--- config.mk ---
export PLATFORM = sky130hd
export DESIGN_NAME = lectura_contadores
export DESIGN_NICKNAME = d
export VERILOG_FILES = /design/src/rtl/contadores_pkg.sv /design/src/rtl/lectura_contadores_lat_pipe.sv /design/src/rtl/lectura_contadores.sv
export SDC_FILE = /design/constraint.sdc
export NUM_CORES = 1
export LEC_CHECK = 0
export CORE_MARGIN = 4
export CORE_UTILIZATION = 56
export CTS_CLUSTER_SIZE = 10
export DETAILED_ROUTE_END_ITERATION = 12
export PLACE_DENSITY = 0.91
export SYNTH_ARGS = -nofsm -noshare
export SYNTH_HDL_FRONTEND = slang
export SYNTH_SLANG_ARGS = --single-unit
--- constraint.sdc ---
create_clock -name clk -period 8.8 [get_ports clk]
set_clock_uncertainty 0.15 [all_clocks]
set_input_delay 1.32 -clock clk [delete_from_list [all_inputs] [get_ports clk]]
set_output_delay 1.32 -clock clk [all_outputs]
set_load 0.01 [all_outputs]
--- src/rtl/contadores_pkg.sv ---
// ---------------------------------------------------------------------------
// contadores_pkg
// Shared definitions for the counter readout sequencer.
//   - one-hot mode encodings driven onto the counter block's `state` input
//   - sequencer FSM state enum
//   - default counter width
// ---------------------------------------------------------------------------
package contadores_pkg;

    localparam logic [3:0] ST_RESET  = 4'b0001;
    localparam logic [3:0] ST_IDLE   = 4'b0100;
    localparam logic [3:0] ST_ACTIVE = 4'b1000;

    localparam int CW_DEFAULT = 5;

    typedef enum logic [2:0] {
        RST,
        ACT,
        RD,
        DRAIN,
        FIN
    } fsm_t;

endpackage

--- src/rtl/lectura_contadores_lat_pipe.sv ---
// ---------------------------------------------------------------------------
// lat_pipe
// Delay line that carries a read-valid bit and its counter index alongside
// the counter block's read latency, so that each returning `cuenta` can be
// tagged with the slot it belongs to.
// Ports:
//   clk, reset          clock, asynchronous active-high reset
//   flush               synchronous clear of every stage (readout cancelled)
//   in_valid, in_idx    issued read strobe and index
//   out_valid, out_idx  the same, DEPTH cycles later
// ---------------------------------------------------------------------------
module lat_pipe #(
    parameter int DEPTH = 1,
    parameter int IW    = 3
) (
    input  logic          clk,
    input  logic          reset,
    input  logic          flush,
    input  logic          in_valid,
    input  logic [IW-1:0] in_idx,
    output logic          out_valid,
    output logic [IW-1:0] out_idx
);

    logic [DEPTH-1:0] vld;
    logic [IW-1:0]    idx_q [DEPTH];

    // Stage 0 takes the issued read; each later stage copies its predecessor.
    // A flush empties the whole line so no stale capture survives an abort.
    always_ff @(posedge clk or posedge reset) begin
        if (reset) begin
            vld <= '0;
            for (int i = 0; i < DEPTH; i++) begin
                idx_q[i] <= '0;
            end
        end else if (flush) begin
            vld <= '0;
            for (int i = 0; i < DEPTH; i++) begin
                idx_q[i] <= '0;
            end
        end else begin
            vld[0]   <= in_valid;
            idx_q[0] <= in_idx;
            for (int i = 1; i < DEPTH; i++) begin
                vld[i]   <= vld[i-1];
                idx_q[i] <= idx_q[i-1];
            end
        end
    end

    assign out_valid = vld[DEPTH-1];
    assign out_idx   = idx_q[DEPTH-1];

endmodule

--- src/rtl/lectura_contadores.sv ---
// ---------------------------------------------------------------------------
// lectura_contadores
// Readout sequencer for the per-FIFO transaction counter block. Keeps the
// counters in ACTIVE during traffic; on `start` while `idle`, switches them
// to read mode, walks `idx` over every counter, captures each `cuenta` into
// a shadow buffer, then publishes `snap` and `total` together with `done`.
// Ports:
//   clk, reset   clock, asynchronous active-high reset
//   start        readout request (level, sampled each cycle)
//   idle         main FSM reports no traffic and all FIFOs empty
//   cuenta       counter value returned by the counter block
//   state        one-hot mode to the counter block (RESET/IDLE/ACTIVE)
//   req, idx     read strobe and counter index to the counter block
//   snap         captured values, counter i at [i*CW +: CW]
//   total        sum of the snapshot fields
//   busy         readout in progress
//   done, abort  one-cycle pulses: snapshot published / readout cancelled
// ---------------------------------------------------------------------------
module lectura_contadores
    import contadores_pkg::*;
#(
    parameter int N_CNT    = 4,
    parameter int CW       = CW_DEFAULT,
    parameter int READ_LAT = 1
) (
    input  logic               clk,
    input  logic               reset,
    input  logic               start,
    input  logic               idle,
    input  logic [CW-1:0]      cuenta,
    output logic [3:0]         state,
    output logic               req,
    output logic [2:0]         idx,
    output logic [N_CNT*CW-1:0] snap,
    output logic [CW+2:0]      total,
    output logic               busy,
    output logic               done,
    output logic               abort
);

    localparam logic [2:0] LAST_IDX = 3'(N_CNT - 1);

    fsm_t                fsm;
    logic [N_CNT*CW-1:0] shadow;
    logic [CW+2:0]       shadow_sum;
    logic                pipe_valid;
    logic [2:0]          pipe_idx;
    logic                flush;
    logic                last_capture;

    // Losing `idle` while reading cancels the readout and empties the pipe.
    assign flush        = ((fsm == RD) || (fsm == DRAIN)) && !idle;
    assign last_capture = pipe_valid && (pipe_idx == LAST_IDX);

    lat_pipe #(
        .DEPTH (READ_LAT),
        .IW    (3)
    ) u_lat_pipe (
        .clk       (clk),
        .reset     (reset),
        .flush     (flush),
        .in_valid  (req),
        .in_idx    (idx),
        .out_valid (pipe_valid),
        .out_idx   (pipe_idx)
    );

    // Each returning value lands in the slot named by the index that
    // travelled with it; `snap` is only touched when the readout commits.
    always_ff @(posedge clk or posedge reset) begin
        if (reset) begin
            shadow <= '0;
        end else if (pipe_valid && !flush) begin
            shadow[int'(pipe_idx)*CW +: CW] <= cuenta;
        end
    end

    // Zero-extended sum of the shadow slots, registered into `total` at FIN.
    always_comb begin
        shadow_sum = '0;
        for (int i = 0; i < N_CNT; i++) begin
            shadow_sum = shadow_sum + {3'b000, shadow[i*CW +: CW]};
        end
    end

    // Sequencer: all outputs registered. The first `req` appears in the same
    // edge that accepts `start`; DRAIN waits for the last index to emerge
    // from the latency pipe, and FIN commits the shadow buffer.
    always_ff @(posedge clk or posedge reset) begin
        if (reset) begin
            fsm   <= RST;
            state <= ST_RESET;
            req   <= 1'b0;
            idx   <= '0;
            snap  <= '0;
            total <= '0;
            busy  <= 1'b0;
            done  <= 1'b0;
            abort <= 1'b0;
        end else begin
            done  <= 1'b0;
            abort <= 1'b0;
            case (fsm)
                RST: begin
                    fsm   <= ACT;
                    state <= ST_ACTIVE;
                end
                ACT: begin
                    if (start && idle) begin
                        fsm   <= RD;
                        state <= ST_IDLE;
                        busy  <= 1'b1;
                        req   <= 1'b1;
                        idx   <= '0;
                    end
                end
                RD, DRAIN: begin
                    if (!idle) begin
                        fsm   <= ACT;
                        state <= ST_ACTIVE;
                        req   <= 1'b0;
                        busy  <= 1'b0;
                        abort <= 1'b1;
                    end else if (fsm == RD) begin
                        if (idx == LAST_IDX) begin
                            fsm <= DRAIN;
                            req <= 1'b0;
                        end else begin
                            idx <= idx + 3'd1;
                        end
                    end else if (last_capture) begin
                        fsm <= FIN;
                    end
                end
                FIN: begin
                    fsm   <= ACT;
                    state <= ST_ACTIVE;
                    snap  <= shadow;
                    total <= shadow_sum;
                    busy  <= 1'b0;
                    done  <= 1'b1;
                end
                default: begin
                    fsm   <= ACT;
                    state <= ST_ACTIVE;
                    req   <= 1'b0;
                    busy  <= 1'b0;
                end
            endcase
        end
    end

endmodule

-- Word level (Yosys, flattened, before mapping)
Cells that the tools add are included.
- bitwise logic cells: 2
- shift-type cells: 2
- reduce and logical (&&, ||, !) cells: 16
- $lt $le $gt $ge: 0
- multipliers: 1
- equality and inequality tests: 15
- div/mod/pow operators: 0
- muxes and demuxes: 27
- add/subtract/negate cells: 5
- operators by type and width (kind ; count):
    6-bit negation with 33-bit output ; 1
    5-bit by 33-bit variable shift with 20-bit output, first input constant ; 1
    5-bit by 33-bit indexed part select with 20-bit output ; 1
    3-bit 2-to-1 mux ; 10
    20-bit bitwise mux ; 1
    3-bit by 2-bit equality test with 1-bit output, second input constant ; 4
    3-bit case mux with 2 select lines ; 2
    2-bit inequality test, second input constant ; 5
    1-bit 2-to-1 mux ; 9
    7-bit by 5-bit adder with 8-bit output ; 1
    4-bit 2-to-1 mux ; 2
    4-bit inequality test, second input constant ; 2
    4-bit case mux with 2 select lines ; 1
    6-bit by 5-bit adder with 7-bit output ; 1
    5-bit by 5-bit adder with 6-bit output ; 1
    3-bit by 3-bit multiplier with 6-bit output, second input constant ; 1
    3-bit inequality test, second input constant ; 2
    1-bit case mux with 3 select lines ; 2
    3-bit AND reduction ; 2
    5-bit AND reduction ; 1
    1-bit logical AND ; 4
    4-bit AND reduction ; 1
    2-bit OR reduction ; 2
    3-bit by 1-bit adder with 3-bit output, second input constant ; 1
    8 further kinds ; 10
- output and inout bits: 39
- register bits: 66
- bits in latches: 0
- ROM bits: 0
- input bits: 9
- memories: 0
- RAM bits: 0

-- Logic depth before layout (Yosys ltp)
Gate-level depths: netlist of run 1.
- word-level depth: 6
- gate-level depth with buffers: 10
- mapped depth without buffers: 10

-- Modules after synthesis
From an unflattened synthesis of run 1, not the netlist that was laid out.
- cells, all modules: 296
- area total of the unflattened synthesis: 3072.9 sq um
- modules (own cells, without submodules) (module ; cells each ; instances ; area each (sq um) ; seq. area each (sq um)):
    lectura_contadores ; 287 ; 1 ; 2944.1 ; 1502.7
    lat_pipe ; 9 ; 1 ; 128.9 ; 100.1

-- Worst setup path after synthesis of run 1
No wires, ideal clock.
- path type: input-to-reg
- start point: in idle
- end point: reg shadow[0]
- required time: 8.525 ns
- path buffers: 2
- arrival: 2.579 ns
- stages on the path: 5
- setup time: 0.125 ns
- slack: 5.946 ns
- cells stage by stage: clkbuf_1 nor3b_2 or4_1 buf_6 mux2_4
- cells in the longest elaborated chain, start to end: 4
- ends and longest elaborated chain (item ; RTL line ; RTL):
    start, declared ; lectura_contadores.sv:29 ; input logic idle,
    1-bit zero test ; n/a ;
    1-bit logical AND ; lectura_contadores.sv:52 ; assign flush = ((fsm == RD) || (fsm == DRAIN)) && !idle;
    net flush ; lectura_contadores.sv:48 ; logic flush;
    1-bit zero test ; lectura_contadores.sv:73 ; end else if (pipe_valid && !flush) begin
    1-bit logical AND ; lectura_contadores.sv:73 ;
    end signal, assigned by index ; lectura_contadores.sv:74 ; shadow[int'(pipe_idx)*CW +: CW] <= cuenta;
    end, declared ; lectura_contadores.sv:44 ; logic [N_CNT*CW-1:0] shadow;
The timed path passes the listed nets, and every way through them passes these cells.
A chain may end at the register's enable or synchronous reset.

-- Worst setup path after layout of run 1
- start point: in idle
- end point: reg shadow[16]
The elaborated chain is that of the path after synthesis.

==> flow_metrics.py, run 1 <==
metrics = {
    "run_status": {
        "status": "finished clean",
    },
    "power_and_ir_drop": {
        "power_uw": 763,
        "power_density_nw_per_um2": 201,
        "clockPowerShare": 0.336,
        "ir_drop_mv": 0.102,
        "seqPwrFrac": 0.434,
        "p_int_uw": 542,
        "p_switching_uw": 221,
        "netSwitchingFraction": 0.290,
        "pwr-share-comb": 0.230,
        "leakagePower_uw": 0.00176,
    },
    "sta": {
        "hold_viol": 0,
        "period_minus_slack_ns": 3.09,
        "fmax_ghz": 0.324,
        "period_share": 0.351,
        "slew_headroom": 0.354,
        "rsz0062_at_grt": "no",
        "worst_slew_pin_slew_ns": 0.962,
        "setup_slack_ns": 5.71,
        "fin_setup_tns_ns": 0,
        "final-max-slew-violation-count": 0,
        "setup_violations": 0,
    },
    "drt": {
        "wl_um": 6110,
        "route.detailed.wl_per_inst_um": 15.0,
        "antenna_left": 0,
        "route.detailed.drc": 0,
        "drtPass1Iterations": 6,
        "vias": 2144,
        "drt-vias-per-instance": 5.25,
        "drt_iter0_drc": 112,
    },
    "place": {
        "dp_hpwl_um": 4460,
        "pre_cts_ws_ns": 5.38,
        "routabilityCongestion": 0.867,
        "dp.cells": 392,
        "port_buffers": 45,
    },
    "floorplanning": {
        "ios": 48,
        "start_util": 0.595,
        "core_um2": 5240,
        "die_area_um2": 6820,
        "chipWidth_um": 82.6,
        "row_count": 26,
        "die_h_um": 82.6,
    },
    "setup_path": {
        "cp_max_fo": 9,
        "cp-end-kind": "flop",
        "crit_start": "idle",
        "reg2reg_from": "shadow[1]",
        "critPathRequiredTime_ns": 8.91,
        "path_class": "input port to flop",
        "cp.arrival_ns": 3.20,
        "reg2reg_depth": 10,
        "worstSetupStartpointType": "input port",
    },
    "clock_tree": {
        "clk_pin_slew_ns": 0.07,
        "ctsHoldBuffers": 0,
        "cts_buffers": 9,
        "cts_tree": "built",
        "cts-resized-gates": 0,
        "clk_path_buf_depth": 2,
        "htree_levels": 3,
        "postCtsSetupBuffers": 0,
        "cts.sinks": 64,
        "worstSkewPairLatency_ns": 0.34,
        "root_buffer": "clkbuf_8",
    },
    "synth": {
        "netlist_area_um2": 3110,
        "avgSynthCellArea_um2": 10.8,
        "synth-xor-area-share": 0.00562,
        "seq_area_frac_synth": 0.515,
        "synthMuxAreaShare": 0.0848,
        "synth_flop_cell": "dfrtp_1",
        "synth_seq_cells": 64,
        "synth_top_family_by_area": "simple AND/OR/NAND/NOR gates",
        "synth.area.top_cells": "dfrtp_1 51%, fa_1 6.4%, nand2_1 5.4%",
        "synthAdderAreaFrac": 0.108,
        "async_flop_share": 1.00,
        "yosys.area_share.simple": 0.135,
        "synth_top_area_share": 0.506,
        "synth_cell_types": 49,
        "synth_edf_count": 0,
        "synth_warnings": 0,
        "synth_cells": 288,
        "synth_compound_area_frac": 0.0800,
        "yosys.area.top_type": "dfrtp_1",
    },
    "global_route": {
        "grt_pass1_wl_um": 10300,
        "grt_usage": 0.204,
        "grt_max_degree": 65,
        "antenna_found_initial": 0,
        "overflow": 0,
        "grt_pass1_vias": 2203,
    },
    "finish": {
        "nNetsFinal": 363,
        "final_layout_size_suffix_gt1_frac": 0.0858,
        "layoutNonFillerInstCount": 408,
        "syn_to_final_growth_pct": 21.9,
        "n_fill_cell": 375,
        "diodes": 0,
    },
    "flow_run": {
        "cap_violations": 0,
    },
    "min_path": {
        "hold_class": "flop to flop",
        "min_from": "snap[0]",
        "worstHoldPathCells": 2,
    },
}
-- state kept, by name, indices dropped and copies added, names as in the netlist --
signal and count:
shadow 20, snap 20, u_lat_pipe.out_valid 1, abort 1
state 3, busy 1, fsm 3, idx 3
done 1, u_lat_pipe.out_idx 3, total 7, req 1
-- cells in the mapped netlist, types with 2 or more instances --
library cell  number
nand3_1            6
nand2_1           45
o21ai_1           21
a2111o_1           2
inv_1             35
mux2i_1           11
fa_1              10
o21ai_0            3
and3b_1            2
xor2_1             2
o21a_1             2
inv_2              2
mux2_4             5
a21oi_1            5
mux2_1             6
ha_1              11
nor2_1             9
buf_6              2
a22o_1             2
dfrtp_1           63
nand2b_1           3
clkbuf_1          10
buf_4              2
nor2b_1            4
-- worst paths after layout --
kind	endpoint	slack, ns
max reg2reg	total[5]	5.71
min reg2reg	snap[0]	0.33
min	snap[0]	0.33
max in group asynchronous	u_lat_pipe.out_idx[2]	6.62
max	shadow[16]	5.71
min in group asynchronous	total[6]	1.37
-- power groups by stage --
stage | clock [uW] | combinational (uW) | sequential [uW]
floorplan | 0 | 134 | 331
global placement | 0 | 167 | 335
detailed placement | 0 | 173 | 336
CTS | 259 | 176 | 331
global route | 271 | 197 | 334
finish | 256 | 176 | 332
-- kinds of logic after synthesis --
logic type | count (synthesis)
compound gates | 41
xor+xnor | 2
fa+ha+maj | 21
buf+inv | 52
flops | 64
mux | 23
other cells | 1
simple gates | 84
-- stage by stage --
step | area, um^2 | utilization | hold slack [ns]
final | 3790 | 0.725 | 0.328
after detailed placement | 3600 | 0.687 | 0.319
after CTS | 3790 | 0.725 | 0.331
after floorplan | 3120 | - | 0.314
after global placement | 3600 | 0.687 | 0.312
after global routing | 3790 | 0.725 | 0.352
-- worst max-delay path, stage by stage --
cell	delay, ns
clkdlybuf4s50_1	0.61
nor3b_2	0.16
nor3_1	0.81
mux2i_1	0.29
-- metal layers --
| metal | share of wire | global-route usage | up-vias |
|---|---|---|---|
| li1 | - | - | 1032 |
| met1 | 0.43 | 0.250 | 1051 |
| met2 | 0.50 | 0.345 | 49 |
| met3 | 0.039 | 0.0358 | 12 |
| met4 | 0.026 | 0.108 | 0 |
| met5 | 0 | 0 | - |
-- final cells by class --
class	count	area (um^2)	share of cell area
clock buffer	13	159	0.0419
clock inverter	3	40.0	0.0106
inverter	38	143	0.0376
multi-input combinational	173	1300	0.342
sequential	64	1600	0.422
tap	70	87.6	0.0231
timing repair buffer	47	465	0.123
-- cell usage in the layout (no fill, tap or decap), types with 9 or more instances in the layout --
cell type	synthesis	layout
inv_1	35	34
nor2_1	9	9
nand2_1	45	45
ha_1	11	11
fa_1	10	10
dfrtp_1	63	63
clkdlybuf4s50_1	0	45
clkbuf_8	0	11
o21ai_1	21	21
mux2i_1	11	11
(Power assumes the default switching activity.)
==> inputs of run 2 (changes only) <==
CORE_UTILIZATION = 48   (was 56)
PLACE_DENSITY = 0.83   (was 0.91)
clock period = 2.61 ns   (was 8.8 ns; I/O delays follow)
==> flow_metrics.py, run 2 (same netlist as run 1, synthesis figures left out) <==
metrics = {
    "drt": {
        "route.detailed.wl_per_inst_um": 14.4,
        "antenna_left": 0,
        "wl_um": 6410,
        "drtPass1Iterations": 4,
        "drt-vias-per-instance": 5.02,
        "drt_iter0_drc": 107,
        "route.detailed.drc": 0,
        "vias": 2241,
    },
    "clock_tree": {
        "cts_tree": "built",
        "root_buffer": "clkbuf_8",
        "worstSkewPairLatency_ns": 0.34,
        "cts.sinks": 64,
        "htree_levels": 3,
        "clk_path_buf_depth": 2,
        "cts_buffers": 9,
        "clk_pin_slew_ns": 0.07,
        "ctsHoldBuffers": 0,
    },
    "sta": {
        "fmax_ghz": 0.350,
        "setup_slack_ns": -0.251,
        "hold_viol": 0,
        "setup_violations": 2,
        "period_share": 1.10,
        "worst_slew_pin_slew_ns": 0.512,
        "slew_headroom": 0.658,
        "period_minus_slack_ns": 2.86,
        "final-max-slew-violation-count": 0,
        "rsz0062_at_grt": "yes",
    },
    "place": {
        "port_buffers": 45,
        "routabilityCongestion": 0.836,
        "dp_hpwl_um": 4610,
        "pre_cts_ws_ns": -0.263,
    },
    "floorplanning": {
        "ios": 48,
        "row_count": 29,
        "start_util": 0.493,
        "die_h_um": 88.6,
        "chipWidth_um": 88.6,
        "core_um2": 6310,
        "die_area_um2": 7840,
    },
    "setup_path": {
        "cp_num_buf_inv": 3,
        "path_cells": "inv_2 -> fa_1 -> inv_1 -> fa_1 -> ha_2 -> inv_2 -> fa_2 -> nand2b_4 -> a2111o_1 -> o211ai_1",
        "reg2reg_to": "total[5]",
        "slowest_stage": "fa_1",
        "worstSetupStartpointType": "flop",
        "crit_start": "shadow[1]",
        "regToRegSetupSlack_ns": -0.25,
        "critPathRequiredTime_ns": 2.72,
        "cp_max_fo": 2,
        "path_class": "flop to flop",
        "cp-end-kind": "flop",
        "slowest_delay_ns": 0.53,
        "reg2reg_depth": 10,
        "path_delay_family": "adder cells",
        "cp.arrival_ns": 2.97,
        "reg2reg_from": "shadow[1]",
    },
    "finish": {
        "mostFrequentLayoutCell": "dfrtp_1",
        "n_fill_cell": 502,
        "post-route-util": 0.653,
        "multi_input_area_um2": 1380,
        "diodes": 0,
        "final_layout_size_suffix_gt1_frac": 0.214,
        "top_regs": "shadow x20, snap x20, total x7",
        "syn_to_final_growth_pct": 32.4,
        "nNetsFinal": 394,
        "mostFrequentLayoutCells": "63 x dfrtp_1, 45 x nand2_1, 45 x clkdlybuf4s50_1, 32 x buf_4, 26 x inv_1",
        "register_area_um2": 1600,
    },
    "global_route": {
        "antenna_found_initial": 0,
        "grt_pass1_wl_um": 10800,
        "grt_pass1_vias": 2360,
        "overflow": 0,
        "grt_max_degree": 41,
        "grt_usage": 0.184,
    },
    "power_and_ir_drop": {
        "ir_drop_mv": 0.453,
        "leakagePower_uw": 0.00191,
        "power_density_nw_per_um2": 698,
    },
    "run_status": {
        "violations": "setup timing",
        "status": "complete, but fails checks",
    },
    "min_path": {
        "hold_class": "input port to asynchronous set/reset pin",
    },
    "flow_run": {
        "cap_violations": 0,
    },
}
==> run 2: what timing repair did <==
action	CTS	global route
resized for setup	6	13
pin swaps	4	13
setup buffers	3	6
endpoints found under the setup margin	4	5
==> run 2: cell type report <==
| class | instances | area share |
|---|---|---|
| Tap cell | 77 | 0.0234 |
| Inverter | 38 | 0.0346 |
| Sequential cell | 64 | 0.389 |
| Clock buffer | 13 | 0.0385 |
| Clock inverter | 3 | 0.00971 |
| Multi-Input combinational cell | 173 | 0.335 |
| Timing Repair Buffer | 78 | 0.170 |
==> run 2: worst max-delay path by stage <==
stage	endpoint	depth (start not counted)
2_1_floorplan	total[5]	10
3_3_place_gp	total[5]	10
3_5_place_dp	total[5]	10
4_1_cts	total[5]	10
5_1_grt	total[5]	10
6_report	total[5]	10
==> run 2: through the flow <==
| stage | cells | total power [uW] | hold WS, ns | TNS [ns] | cell area, um^2 |
|---|---|---|---|---|---|
| final | 446 | 2880 | 0.243 | -0.429 | 4120 |
| after global routing | 446 | 3040 | 0.289 | -0.634 | 4120 |
| after CTS | 442 | 2770 | 0.266 | -0.436 | 4050 |
| after detailed placement | 424 | 1860 | 0.320 | -0.622 | 3800 |
| after global placement | 424 | 1830 | 0.316 | -0.327 | 3800 |
| after floorplan | 289 | 1580 | 0.314 | -0.188 | 3130 |
==> run 2: metal layers <==
| layer | wire length, um | global-route usage | share of wire | vias to the layer above |
|---|---|---|---|---|
| li1 | - | - | - | 1089 |
| met1 | 2750 | 0.223 | 0.43 | 1083 |
| met2 | 3260 | 0.303 | 0.51 | 57 |
| met3 | 303 | 0.0670 | 0.047 | 12 |
| met4 | 103 | 0.0673 | 0.016 | 0 |
| met5 | 0 | 0 | 0 | - |
==> run 2: power breakdown <==
group | switching, uW | leakage [uW] | internal (uW)
logic | 428 | 0.000966 | 488
registers | 50.4 | 0.000846 | 1060
clock network | 367 | 0.000103 | 491
total | 845 | 0.00191 | 2030
